--- src/rtl/fetch_pkg.sv ---
// Shared defaults for the instruction-fetch front end.
package fetch_pkg;

  localparam int unsigned     DEF_INSN_WIDTH      = 32;
  localparam int unsigned     DEF_ADDR_WIDTH      = 32;
  localparam longint unsigned DEF_RESET_PC        = 0;
  localparam int unsigned     DEF_PC_STEP         = 4;
  localparam int unsigned     DEF_FETCH_BUF_DEPTH = 2;

endpackage

--- src/rtl/fetch_skid_buffer.sv ---
// Two-entry FIFO holding {pc, insn} returns that decode could not take yet.
module fetch_skid_buffer #(
  parameter int unsigned WIDTH = 64
) (
  input  logic             clk,
  input  logic             rst,
  input  logic             push,
  input  logic [WIDTH-1:0] push_data,
  input  logic             pop,
  input  logic             flush,
  output logic [WIDTH-1:0] head_data,
  output logic [1:0]       count
);

  logic [WIDTH-1:0] mem_q [2];
  logic [WIDTH-1:0] mem_d [2];
  logic             head_q, head_d;
  logic [1:0]       count_q, count_d;
  logic             tail;
  logic             do_push, do_pop;

  always_comb begin
    mem_d   = mem_q;
    head_d  = head_q;
    count_d = count_q;
    tail    = head_q ^ count_q[0];
    do_push = push && (count_q != 2'd2);
    do_pop  = pop && (count_q != 2'd0);
    // Flush wins over push so a squashed return never lands in the buffer.
    if (flush) begin
      count_d = 2'd0;
    end else begin
      if (do_push) mem_d[tail] = push_data;
      if (do_pop) head_d = ~head_q;
      count_d = count_q + {1'b0, do_push} - {1'b0, do_pop};
    end
  end

  always_ff @(posedge clk or negedge rst) begin
    if (!rst) begin
      mem_q[0] <= '0;
      mem_q[1] <= '0;
      head_q   <= 1'b0;
      count_q  <= 2'd0;
    end else begin
      mem_q   <= mem_d;
      head_q  <= head_d;
      count_q <= count_d;
    end
  end

  assign head_data = mem_q[head_q];
  assign count     = count_q;

  a_count_range: assert property (@(posedge clk) disable iff (!rst) count_q != 2'd3);

endmodule

--- src/rtl/fetch_controller.sv ---
// PC sequencer: one fetch per cycle into a 1-cycle-latency memory, with a
// zero-bubble bypass to decode and a skid buffer for back-pressure.
module fetch_controller
  import fetch_pkg::*;
#(
  parameter int unsigned           INSN_WIDTH = DEF_INSN_WIDTH,
  parameter int unsigned           ADDR_WIDTH = DEF_ADDR_WIDTH,
  parameter logic [ADDR_WIDTH-1:0] RESET_PC   = ADDR_WIDTH'(DEF_RESET_PC),
  parameter int unsigned           PC_STEP    = DEF_PC_STEP,
  parameter int unsigned           BUF_DEPTH  = DEF_FETCH_BUF_DEPTH
) (
  input  logic                  clk,
  input  logic                  rst,
  input  logic                  fetch_en,
  input  logic                  redirect_valid,
  input  logic [ADDR_WIDTH-1:0] redirect_pc,
  output logic [ADDR_WIDTH-1:0] imem_addr,
  input  logic [INSN_WIDTH-1:0] imem_insn,
  output logic                  insn_valid,
  input  logic                  insn_ready,
  output logic [INSN_WIDTH-1:0] insn,
  output logic [ADDR_WIDTH-1:0] insn_pc
);

  localparam int unsigned ENTRY_W = ADDR_WIDTH + INSN_WIDTH;

  logic [ADDR_WIDTH-1:0] pc_q, pc_d;
  logic                  inflight_q, inflight_d;
  logic [ADDR_WIDTH-1:0] inflight_pc_q, inflight_pc_d;

  logic [ENTRY_W-1:0] buf_head;
  logic [1:0]         buf_count;
  logic               buf_push, buf_pop, bypass;
  logic               pop, issue;
  logic [2:0]         occ;

  // Decode handshake: insn/insn_pc are offered while insn_valid is high and
  // must hold until insn_ready is seen on a clock edge (valid && ready).
  always_comb begin
    insn_valid = (buf_count != 2'd0) || inflight_q;
    insn       = '0;
    insn_pc    = '0;
    if (buf_count != 2'd0) begin
      {insn_pc, insn} = buf_head;
    end else if (inflight_q) begin
      insn    = imem_insn;
      insn_pc = inflight_pc_q;
    end
  end

  // occ counts what will occupy the buffer if nothing new is issued.
  always_comb begin
    pop           = insn_valid && insn_ready;
    occ           = {1'b0, buf_count} + {2'b00, inflight_q} - {2'b00, pop};
    issue         = redirect_valid || (fetch_en && (occ < 3'(BUF_DEPTH)));
    imem_addr     = redirect_valid ? redirect_pc : pc_q;
    pc_d          = issue ? imem_addr + ADDR_WIDTH'(PC_STEP) : pc_q;
    inflight_d    = issue;
    inflight_pc_d = issue ? imem_addr : inflight_pc_q;
    bypass        = (buf_count == 2'd0);
    buf_push      = inflight_q && !redirect_valid && !(bypass && pop);
    buf_pop       = pop && !bypass;
  end

  always_ff @(posedge clk or negedge rst) begin
    if (!rst) begin
      pc_q          <= RESET_PC;
      inflight_q    <= 1'b0;
      inflight_pc_q <= '0;
    end else begin
      pc_q          <= pc_d;
      inflight_q    <= inflight_d;
      inflight_pc_q <= inflight_pc_d;
    end
  end

  fetch_skid_buffer #(
    .WIDTH(ENTRY_W)
  ) u_skid (
    .clk      (clk),
    .rst      (rst),
    .push     (buf_push),
    .push_data({inflight_pc_q, imem_insn}),
    .pop      (buf_pop),
    .flush    (redirect_valid),
    .head_data(buf_head),
    .count    (buf_count)
  );

  a_hold_stable: assert property (@(posedge clk) disable iff (!rst)
    (insn_valid && !insn_ready && !redirect_valid) |=> ($stable(insn) && $stable(insn_pc)));

endmodule

--- config.mk ---
export PLATFORM = sky130hd
export DESIGN_NAME = fetch_controller
export DESIGN_NICKNAME = d
export VERILOG_FILES = /design/src/rtl/fetch_pkg.sv /design/src/rtl/fetch_skid_buffer.sv /design/src/rtl/fetch_controller.sv
export SDC_FILE = /design/constraint.sdc
export NUM_CORES = 1
export LEC_CHECK = 0
export CORE_UTILIZATION = 54
export CTS_CLUSTER_SIZE = 24
export DETAILED_ROUTE_END_ITERATION = 10
export GPL_TIMING_DRIVEN = 0
export HOLD_SLACK_MARGIN = 0.02
export PLACE_DENSITY = 0.81
export SLEW_MARGIN = 20
export SYNTH_ARGS = -nofsm -noshare
export SYNTH_HDL_FRONTEND = slang
export SYNTH_SLANG_ARGS = --single-unit
export TNS_END_PERCENT = 5
--- constraint.sdc ---
create_clock -name clk -period 3.8 [get_ports clk]
set_clock_uncertainty 0.15 [all_clocks]
set_input_delay 1.14 -clock clk [delete_from_list [all_inputs] [get_ports clk]]
set_output_delay 1.14 -clock clk [all_outputs]
set_load 0.1 [all_outputs]
==> impl_metrics.yaml <==
outcome:
  status: "finished with violations"
  violations: "setup timing"
clock_network:
  cts_htree_levels: 4
  cts_tree: "done"
  cts.reportedPaths.clkPinSlew_ps: 70
  cts.hold.buffers_added: 0
  clk-insertion-delay-late_ps: 420
  cts_setup_buffers: 0
  clkSinkCount: 194
  clock_path_buffers: 2
  root_buffer: "clkbuf_16"
  cts_buffers: 17
setup_path:
  worstPathCellList: "buf_6 -> buf_8 -> buf_12 -> mux2i_1 -> inv_1 -> clkdlybuf4s15_2"
  crit_fanout: 10
  reg2reg_from: "u_skid.count[1]"
  end_kind: "output pin"
  r2r_end: "inflight_pc_q[27]"
  r2r_slack_ps: 320
  crit_buf_inv: 5
  crit_path_max_incr_delay_ps: 490
  worst-setup-path-type: "in -> out"
  crit_path_start_kind: "input pin"
  r2r.worst_path.cells: 11
  cp.required_ps: 2510
  worst_path_dominant_cell_family: "buffers and inverters"
  critPathArrivalTime_ps: 2600
  crit_slowest_cell: "clkdlybuf4s15_2"
detailed_routing:
  initialDrtViolationCount: 483
  drt-vias-per-instance: 5.80
  drc: 0
  antenna_left: 0
  drtPass1Iterations: 4
  wl_per_cell_um: 18.3
  vias: 7720
  wirelength_um: 24300
timing:
  rsz0062_at_grt: "yes"
  post-route-period-util: 1.02
  finalMaxSlewViolations: 0
  maxSlewHeadroom: 0.324
  fin_ws_ps: -89.8
  timing.final.hold_violations: 0
  tightest_slew_ps: 1010
  max_freq_mhz: 257
  final.min_clock_period_ps: 3890
  setup_viol: 7
worst_hold_path:
  whs_path_depth: 1
  holdPathEnd: "u_skid.mem_q[106]"
  min_from: "u_skid.mem_q[106]"
  worstHoldPathType: "reg -> reg"
cells_and_area:
  layoutNonFillerInstCount: 1331
  syn_to_final_growth_pct: 26.5
  diodes: 0
  drive_gt1_frac: 0.303
  nNetsFinal: 1164
  final_area_sq_um: 12500
  fill_cells: 1368
floorplan:
  die-area_sq_um: 18800
  coreArea_sq_um: 18000
  die_w_um: 137
  num_rows: 49
  fp.dieH_um: 137
  io-pin-count: 166
  start_util: 0.550
synth:
  avgSynthCellArea_sq_um: 10.9
  ys.flop_type: "dfrtp_1"
  yosysUniqueCellTypes: 47
  syn-cell-area_sq_um: 9870
  synthArstFlopShare: 1.00
  syn_nets: 979
  synth_seq_area_share: 0.492
  synth_warnings: 0
  yosys_register_bits: 194
  synth_cells: 905
  synth_edf_count: 0
run:
  max-cap-violations: 0
placed_design:
  dp.cells: 1300
  routabilityCongestion: 0.920
  hpwl_um: 16900
  portBuffers: 164
  place_area_sq_um: 11900
global_route:
  antenna_found_initial: 0
  grt_pass1_wl_um: 38800
  grt_max_degree: 83
  grt_usage: 0.269
  overflow: 0
  grt_pass1_vias: 7635
-- cell usage after synthesis, types with 2 or more instances --
cell / number / share of area
nand2_1: 32 / 0.012
buf_4: 4 / 0.0030
xnor2_1: 18 / 0.016
o21ai_0: 69 / 0.035
o31a_1: 4 / 0.0035
a22oi_2: 2 / 0.0025
nor2_1: 66 / 0.025
xor2_1: 3 / 0.0027
or3_1: 2 / 0.0013
nand4_1: 9 / 0.0057
a21oi_1: 39 / 0.020
and4_1: 3 / 0.0027
nor2b_1: 4 / 0.0025
nand4_2: 2 / 0.0025
dfrtp_1: 194 / 0.49
and4b_1: 2 / 0.0020
clkbuf_1: 26 / 0.0099
o31ai_1: 10 / 0.0076
and2_1: 3 / 0.0019
buf_1: 10 / 0.0038
nor3_1: 8 / 0.0041
nor4_1: 5 / 0.0032
nand4b_1: 2 / 0.0018
mux2i_1: 88 / 0.089
a31oi_1: 3 / 0.0019
buf_6: 2 / 0.0023
buf_2: 21 / 0.011
o21a_1: 9 / 0.0068
mux2_2: 137 / 0.16
ha_1: 4 / 0.0051
nand3b_1: 5 / 0.0038
nand3_1: 77 / 0.039
inv_1: 28 / 0.011
-- flip-flops by register name, indices dropped and copies added (netlist names) --
| register | flops |
|---|---|
| u_skid.mem_q | 128 |
| pc_q | 32 |
| inflight_pc_q | 30 |
| u_skid.count | 2 |
| inflight_q | 1 |
| u_skid.head_q | 1 |
-- area by class of cell --
cell class	count	area (sq um)	area share
inverters	29	109	0.00871
flip-flops and latches	194	4850	0.389
well taps	229	287	0.0229
multi-input cells	619	4790	0.383
plain buffers	63	383	0.0306
clock buffers	20	447	0.0358
repair buffers	166	1520	0.122
clock inverters	11	105	0.00841
-- cells in the final DEF, fill, tap and decap left out, types with 10 or more instances in the layout --
cell,synthesis,final
clkbuf_2,0,11
o21ai_0,69,50
a21oi_1,39,39
dfrtp_1,194,194
buf_2,21,42
nand3_1,77,77
mux2i_1,88,73
o21ai_1,0,17
buf_4,4,38
clkdlybuf4s15_2,0,13
nor2_1,66,66
clkbuf_16,0,17
inv_1,28,28
o31ai_1,10,10
mux2i_4,0,10
nand2_1,32,32
buf_6,2,18
mux2_2,137,136
clkbuf_1,26,20
xnor2_1,18,18
clkdlybuf4s50_1,0,67
-- worst max-delay path by stage --
| stage | start | to | slack (ps) | cells after the start |
|---|---|---|---|---|
| 2_1_floorplan | u_skid.count[1] | insn[31] | -750 | 5 |
| 3_3_place_gp | rst | pc_q[28] | -6580 | 1 |
| 3_5_place_dp | redirect_valid | imem_addr[3] | -1150 | 7 |
| 4_1_cts | redirect_pc[23] | imem_addr[23] | -230 | 4 |
| 5_1_grt | redirect_valid | imem_addr[5] | -130 | 6 |
| 6_report | redirect_valid | imem_addr[14] | -90 | 6 |
-- metal layers --
layer / up-vias / GRT usage / wire length [um]
li1: 3597 / - / -
met1: 3798 / 0.376 / 10700
met2: 274 / 0.427 / 11700
met3: 51 / 0.0309 / 1200
met4: 0 / 0.112 / 732
met5: - / 0 / 0
-- stage by stage --
stage                     TNS [ps]  setup slack [ps]  hold slack, ps   util
after CTS                    -2070              -233             356  0.693
after global placement    -1367410             -6580             312  0.657
after floorplan             -32230              -754             298      -
after detailed placement    -99110             -1150             322  0.661
final                         -384             -89.8             353  0.695
after global routing         -2000              -134             363  0.695
-- worst register-to-register path, stage by stage (launching register included) --
cell	delay (ps)
dfrtp_1	470
or3_1	430
and2_1	180
ha_1	250
nand2b_1	150
fa_1	380
xnor2_1	250
a31oi_4	200
inv_2	140
buf_2	230
clkbuf_1	380
a21oi_1	140
-- timing repair --
action                                  CTS  global route
gates cloned                              0             0
endpoints found under the setup margin  147           116
resized for setup                       555            74
-- cell families (layout without fill, tap and decap cells) --
logic type	after synthesis	in the layout	synth area share
flops	194	194	0.492
compound gates	143	143	0.0832
xor+xnor	21	21	0.0186
simple gates	225	225	0.113
buf+inv	92	289	0.0407
fa+ha+maj	5	5	0.00710
mux	225	225	0.245
Power is left out: the tool's default activity adds up to more than one toggle a clock period on the data nets, which glitch-free logic cannot reach.
